<file path="src/rtl/seg_shift_display_driver.sv">
// rtl/seg_shift_display_driver.sv - binary to 7-segment frame driver for a 74HC595 display chain
// Optional build macro: LEADING_ZERO_BLANK_EN (blank leading zero digits, dash hugs the number).
module seg_shift_display_driver #(
  parameter int DATA_WIDTH = 16,
  parameter int NUM_DIGITS = 5,
  parameter int SR_CLK_DIV = 2
) (
  input  logic                  clk,
  input  logic                  rst,
  input  logic [DATA_WIDTH-1:0] i_data,
  input  logic                  i_2s_comp,
  input  logic                  i_valid,
  output logic                  o_ready,
  output logic                  o_done,
  output logic                  o_sr_data,
  output logic                  o_sr_clk,
  output logic                  o_sr_latch
);

  // Every 3 input bits add less than one decimal digit, so this always holds the full value.
  localparam int BCD_DIGITS = (DATA_WIDTH + 2) / 3;
  localparam int EXT_DIGITS = (BCD_DIGITS > NUM_DIGITS) ? BCD_DIGITS : NUM_DIGITS;
  localparam int BCDW       = 4 * BCD_DIGITS;
  localparam int EXTW       = 4 * EXT_DIGITS;
  localparam int NB         = NUM_DIGITS * 8;
  localparam int CW         = $clog2(DATA_WIDTH + 1);
  localparam int BW         = $clog2(NB + 1);
  localparam int DW         = $clog2(2 * SR_CLK_DIV + 1);

  localparam logic [CW-1:0] CNT_LAST = CW'(DATA_WIDTH - 1);
  localparam logic [BW-1:0] BIT_LAST = BW'(NB - 1);
  localparam logic [DW-1:0] DIV_MID  = DW'(SR_CLK_DIV - 1);
  localparam logic [DW-1:0] DIV_LAST = DW'(2 * SR_CLK_DIV - 1);
  localparam logic [7:0]    SEG_DASH = 8'h40;

  typedef enum logic [2:0] {IDLE, CONVERT, ENCODE, SHIFT, LATCH} state_t;

  state_t                r_state;
  logic [DATA_WIDTH-1:0] r_mag;
  logic [BCDW-1:0]       r_bcd;
  logic                  r_neg;
  logic [CW-1:0]         r_cnt;
  logic [BW-1:0]         r_bit;
  logic [DW-1:0]         r_div;
  logic [NB-1:0]         r_frame;
  logic                  r_sr_data;
  logic                  r_sr_clk;
  logic                  r_sr_latch;

  logic [BCDW-1:0]       w_bcd_adj;
  logic [EXTW-1:0]       w_bcd_ext;
  logic [NB-1:0]         w_frame;

  function automatic logic [7:0] seg_of(input logic [3:0] d);
    case (d)
      4'd0:    seg_of = 8'h3F;
      4'd1:    seg_of = 8'h06;
      4'd2:    seg_of = 8'h5B;
      4'd3:    seg_of = 8'h4F;
      4'd4:    seg_of = 8'h66;
      4'd5:    seg_of = 8'h6D;
      4'd6:    seg_of = 8'h7D;
      4'd7:    seg_of = 8'h07;
      4'd8:    seg_of = 8'h7F;
      4'd9:    seg_of = 8'h6F;
      default: seg_of = 8'h00;
    endcase
  endfunction

  always_comb begin
    w_bcd_adj = '0;
    for (int k = 0; k < BCD_DIGITS; k++) begin
      if (r_bcd[4*k +: 4] >= 4'd5) w_bcd_adj[4*k +: 4] = r_bcd[4*k +: 4] + 4'd3;
      else                          w_bcd_adj[4*k +: 4] = r_bcd[4*k +: 4];
    end
  end

  assign w_bcd_ext = EXTW'(r_bcd);

  // Frame byte p drives display p counted from the right; the MSB byte is shifted out first.
  always_comb begin
    int         v_lim;
    logic       v_ovf;
    logic [3:0] v_d;
    logic [7:0] v_byte;
`ifdef LEADING_ZERO_BLANK_EN
    int         v_msd;
    v_msd = 0;
`endif
    w_frame = '0;
    v_lim   = r_neg ? NUM_DIGITS - 1 : NUM_DIGITS;
    v_ovf   = 1'b0;
    v_d     = '0;
    v_byte  = '0;
    for (int p = 0; p < EXT_DIGITS; p++) begin
      v_d = w_bcd_ext[4*p +: 4];
      if (v_d != 4'd0) begin
        if (p >= v_lim) v_ovf = 1'b1;
`ifdef LEADING_ZERO_BLANK_EN
        if (p < NUM_DIGITS) v_msd = p;
`endif
      end
    end
    for (int p = 0; p < NUM_DIGITS; p++) begin
      v_d = w_bcd_ext[4*p +: 4];
      if (v_ovf) v_byte = SEG_DASH;
`ifdef LEADING_ZERO_BLANK_EN
      else if (p <= v_msd)                v_byte = seg_of(v_d);
      else if (r_neg && (p == v_msd + 1)) v_byte = SEG_DASH;
      else                                v_byte = 8'h00;
`else
      else if (r_neg && (p == NUM_DIGITS - 1)) v_byte = SEG_DASH;
      else                                     v_byte = seg_of(v_d);
`endif
      w_frame[8*p +: 8] = v_byte;
    end
  end

  always_ff @(posedge clk) begin
    if (rst) begin
      r_state    <= IDLE;
      r_mag      <= '0;
      r_bcd      <= '0;
      r_neg      <= 1'b0;
      r_cnt      <= '0;
      r_bit      <= '0;
      r_div      <= '0;
      r_frame    <= '0;
      r_sr_data  <= 1'b0;
      r_sr_clk   <= 1'b0;
      r_sr_latch <= 1'b0;
    end else begin
      case (r_state)
        IDLE: begin
          if (i_valid) begin
            r_neg   <= i_2s_comp & i_data[DATA_WIDTH-1];
            r_mag   <= (i_2s_comp & i_data[DATA_WIDTH-1]) ? -i_data : i_data;
            r_bcd   <= '0;
            r_cnt   <= '0;
            r_state <= CONVERT;
          end
        end
        CONVERT: begin
          r_bcd <= BCDW'({w_bcd_adj, r_mag[DATA_WIDTH-1]});
          r_mag <= r_mag << 1;
          if (r_cnt == CNT_LAST) r_state <= ENCODE;
          else                   r_cnt   <= r_cnt + CW'(1);
        end
        ENCODE: begin
          r_frame   <= w_frame;
          r_sr_data <= w_frame[NB-1];
          r_sr_clk  <= 1'b0;
          r_bit     <= '0;
          r_div     <= '0;
          r_state   <= SHIFT;
        end
        SHIFT: begin
          // r_div is the phase of the current cycle within the bit: low half, then high half.
          if (r_div == DIV_LAST) begin
            r_div    <= '0;
            r_sr_clk <= 1'b0;
            if (r_bit == BIT_LAST) begin
              r_sr_data  <= 1'b0;
              r_sr_latch <= 1'b1;
              r_state    <= LATCH;
            end else begin
              r_bit     <= r_bit + BW'(1);
              r_frame   <= r_frame << 1;
              r_sr_data <= r_frame[NB-2];
            end
          end else begin
            r_div <= r_div + DW'(1);
            if (r_div == DIV_MID) r_sr_clk <= 1'b1;
          end
        end
        LATCH: begin
          if (r_div == DIV_MID) begin
            r_sr_latch <= 1'b0;
            r_state    <= IDLE;
          end else begin
            r_div <= r_div + DW'(1);
          end
        end
        default: r_state <= IDLE;
      endcase
    end
  end

  assign o_ready    = (r_state == IDLE);
  assign o_done     = (r_state == IDLE);
  assign o_sr_data  = r_sr_data;
  assign o_sr_clk   = r_sr_clk;
  assign o_sr_latch = r_sr_latch;

endmodule

</file>
<file path="config.mk">
export PLATFORM = sky130hd
export DESIGN_NAME = seg_shift_display_driver
export DESIGN_NICKNAME = d
export VERILOG_FILES = /design/src/rtl/seg_shift_display_driver.sv
export SDC_FILE = /design/constraint.sdc
export NUM_CORES = 1
export LEC_CHECK = 0
export ABC_AREA = 0
export CAP_MARGIN = 30
export CORE_MARGIN = 2
export CORE_UTILIZATION = 33
export CTS_BUF_LIST = sky130_fd_sc_hd__clkbuf_8
export DETAILED_ROUTE_END_ITERATION = 10
export SYNTH_ARGS = -nofsm -noshare
export SYNTH_HDL_FRONTEND = slang
export SYNTH_SLANG_ARGS = --single-unit
export TNS_END_PERCENT = 30
</file>
<file path="constraint.sdc">
create_clock -name clk -period 2.7 [get_ports clk]
set_clock_uncertainty 0.05 [all_clocks]
set_input_delay 0.54 -clock clk [delete_from_list [all_inputs] [get_ports clk]]
set_output_delay 0.54 -clock clk [all_outputs]
set_load 0.02 [all_outputs]
</file>
==> impl_results.md <==
* Outcome: complete, no violations
* Syn-to-layout area delta at 19.2%
* CTS tree: built
* Util after Layout at 40.3%
* Largest net degree at the start of global routing at 42
* Post-route setup TNS at 0 ns
* Period utilisation layout at 92.6%
* Worst vdd ir at 281 uV
* Met3 wire length at 668 um
* P per Cell Area at 507 nW/um^2
* Design Area, Final at 8490 um^2
* Final Non-Filler Cells at 1175
* Clock-pin slew on the worst setup and hold paths at 0.08 ns
* Hold Path Class: flip-flop to flip-flop
* WL met2 at 8.05 mm
* Setup Buffers After CTS at 0
* Hold Buf Count CTS at 0
* Fill cells at 2137
* Met1 WL at 8.17 mm
* Final Max Slew Viols at 0
* Top FF cell, synth: dfxtp_1
* Iter 0 DRT Violations at 493
* Worst path required time at 2.11 ns
* H-tree lvl count at 4
* Remaining DRCs at 0
* Main combinational cell family by area after synthesis: compound AO/OA/AOI/OAI gates
* Clock buffer depth at 2
* Multi-input logic area at 4030 um^2
* Adder-Cell Fraction of Synth Area at 8.96%
* PortBufs at 24
* TritonCTS buffer count at 17
* Global Route Usage Sum at 15.9%
* CTS sink count at 135
* Post-CTS resize count at 0
* DR vias/cell at 5.32
* Worst Setup Start Kind: flip-flop
* Final hold vios at 0
* Layout cells sized above 1 at 13.4%
* Crit path DAT at 1.91 ns
* CP Capture Type: primary output
* Worst-Skew Late Latency at 0.45 ns
* Syn Nets at 901
* Placed Area at 8000 um^2
* Final setup viols at 0
* Relative slew slack at 56.3%
* Fin nets at 959
* Number of enable flip-flop cells after synthesis at 0
* Tmin final at 2.50 ns
* Ports at 25
* Clock Tree Root: clkbuf_8
* Synth warn at 0
* Placed Instances at 1144
* Antenna violations before repair at 0
* XOR/XNOR share of the synthesized area at 2.58%
* FP Rows at 53
* Post-Synth Simple-Gate Area at 19.5%
* Synthesized-area fraction occupied by ao, oa, aoi and oai cells at 23.1%
* RSZ-0062 raised after global routing: yes
* Syn Area/Cell at 8.58 um^2
* Most common cell after layout, fill and taps aside: dfxtp_1
* DR WL/cell at 14.6 um
* Commonest cells after routing, fill and taps aside: dfxtp_1 (135), nor2_1 (106), buf_4 (65), nand2_1 (52), ha_1 (51)
* Worst slack at placement at -0.147 ns
* Leakage at 0.00322 uW
* Post-DRT Antenna Nets at 0
* Multiplexer area fraction after synthesis at 1.93%
* Die X at 151 um
* Fmax at 0.400 GHz
* Distinct cell type count of the synthesized netlist at 67
* Routed via count at 6256
* Highest metal used: met4
* Final RePlAce weighted congestion at 0.826
* Async SR Flop Fraction at 0%
* CP Class: flip-flop to primary output
* Initial Util at 33.8%
* Synth Register Bits at 135
* First-pass GRT wire length at 29.2 mm
* Core area at 21100 um^2
* Pre-Repair DR Iteration Count at 4
* Grt ovf at 0
* Seq. cell area at 2700 um^2
* Seq/Total Area, Yosys at 38.0%
* Number of max-cap violations at 0
* Worst setup margin at 0.199 ns
* Synth Instances at 830
* Die area at 22800 um^2
* Vias in the first global route at 5948
* Total Wirelength at 17.2 mm
* Mapped cell area at 7120 um^2
* Worst-path maximum fanout at 19
* Slew @ Worst Pin at 0.648 ns
* Hpwl dp at 11.9 mm
* Die Y at 151 um
* Antenna Cells at 0
==> metal layers <==
layer	up-vias	track usage, %
met1	2973	20.5
li1	3146	-
met3	23	3.07
met5	-	0
met2	114	26.4
met4	0	6.12
==> where the power goes <==
group	total [uW]	leakage, uW	switching [uW]	internal [uW]
combinational	297	0.00190	177	120
clock	1970	0.000227	801	1170
sequential	2030	0.00109	15.5	2020
==> synth_stat cells (3+ instances only) <==
cell type	instances	area, um^2
dfxtp_1	135	2700
nor2_1	108	405
nand2_1	52	195
ha_1	51	638
nor3_1	48	240
inv_1	46	173
a21oi_1	39	195
a221oi_1	36	315
clkbuf_1	29	109
o21ai_0	25	125
nand2b_1	17	106
o221ai_1	16	140
a2111oi_0	14	123
nand3_1	12	60.1
a211oi_1	11	82.6
a22oi_1	11	82.6
xnor2_1	11	96.3
a21o_1	10	75.1
o211ai_1	10	75.1
xor2_1	10	87.6
nand4_1	9	56.3
a32o_1	8	80.1
buf_1	8	30.0
buf_2	8	40.0
o31ai_1	8	60.1
mux2i_1	7	70.1
a31oi_1	6	37.5
and3_1	6	37.5
mux2_2	6	67.6
nor2b_1	6	37.5
or3_1	6	37.5
nor3b_1	5	37.5
o311ai_0	5	43.8
nand3b_1	4	30.0
buf_4	3	22.5
buf_6	3	33.8
==> critical path, cell delays in order (launching register included) <==
cell and delay, ns:
dfxtp_1 0.31, buf_4 0.20, nor3_1 0.29, clkdlybuf4s50_1 0.66
==> cell type report <==
cell class	instances	share of cell area, %
Timing Repair Buffer	90	8.93
Tap cell	275	4.05
Multi-Input combinational cell	595	47.5
Clock inverter	11	2.30
Inverter	49	2.17
Sequential cell	135	31.8
Clock buffer	20	3.24
==> per-stage QoR <==
step | hold WS (ns) | total power, uW
2_1_floorplan | 0.382 | 2260
3_3_place_gp | 0.391 | 2370
3_5_place_dp | 0.396 | 2370
4_1_cts | 0.407 | 4350
5_1_grt | 0.421 | 4460
6_report | 0.404 | 4300
==> cell families after synthesis <==
| kind of cell | after synthesis |
|---|---|
| fa+ha+maj | 51 |
| xor+xnor | 21 |
| mux | 13 |
| simple gates | 290 |
| buf+inv | 100 |
| flops | 135 |
| compound gates | 220 |
==> path summary, 6_finish.rpt <==
check | startpoint | end | slack [ns] | cells after the start
worst max-delay path | r_state[0]$_SDFFE_PP0P_ | o_ready | 0.20 | 3
worst max register to register | r_bcd[16]$_SDFFE_PP0N_ | flip-flop | 0.23 | 10
worst min-delay path | r_frame[6]$_SDFFE_PP0P_ | r_frame[6]$_SDFFE_PP0P_ | 0.40 | 2
worst min register to register | r_frame[6]$_SDFFE_PP0P_ | r_frame[6]$_SDFFE_PP0P_ | 0.40 | 2
Note: power is estimated with default switching activity, not from simulation.
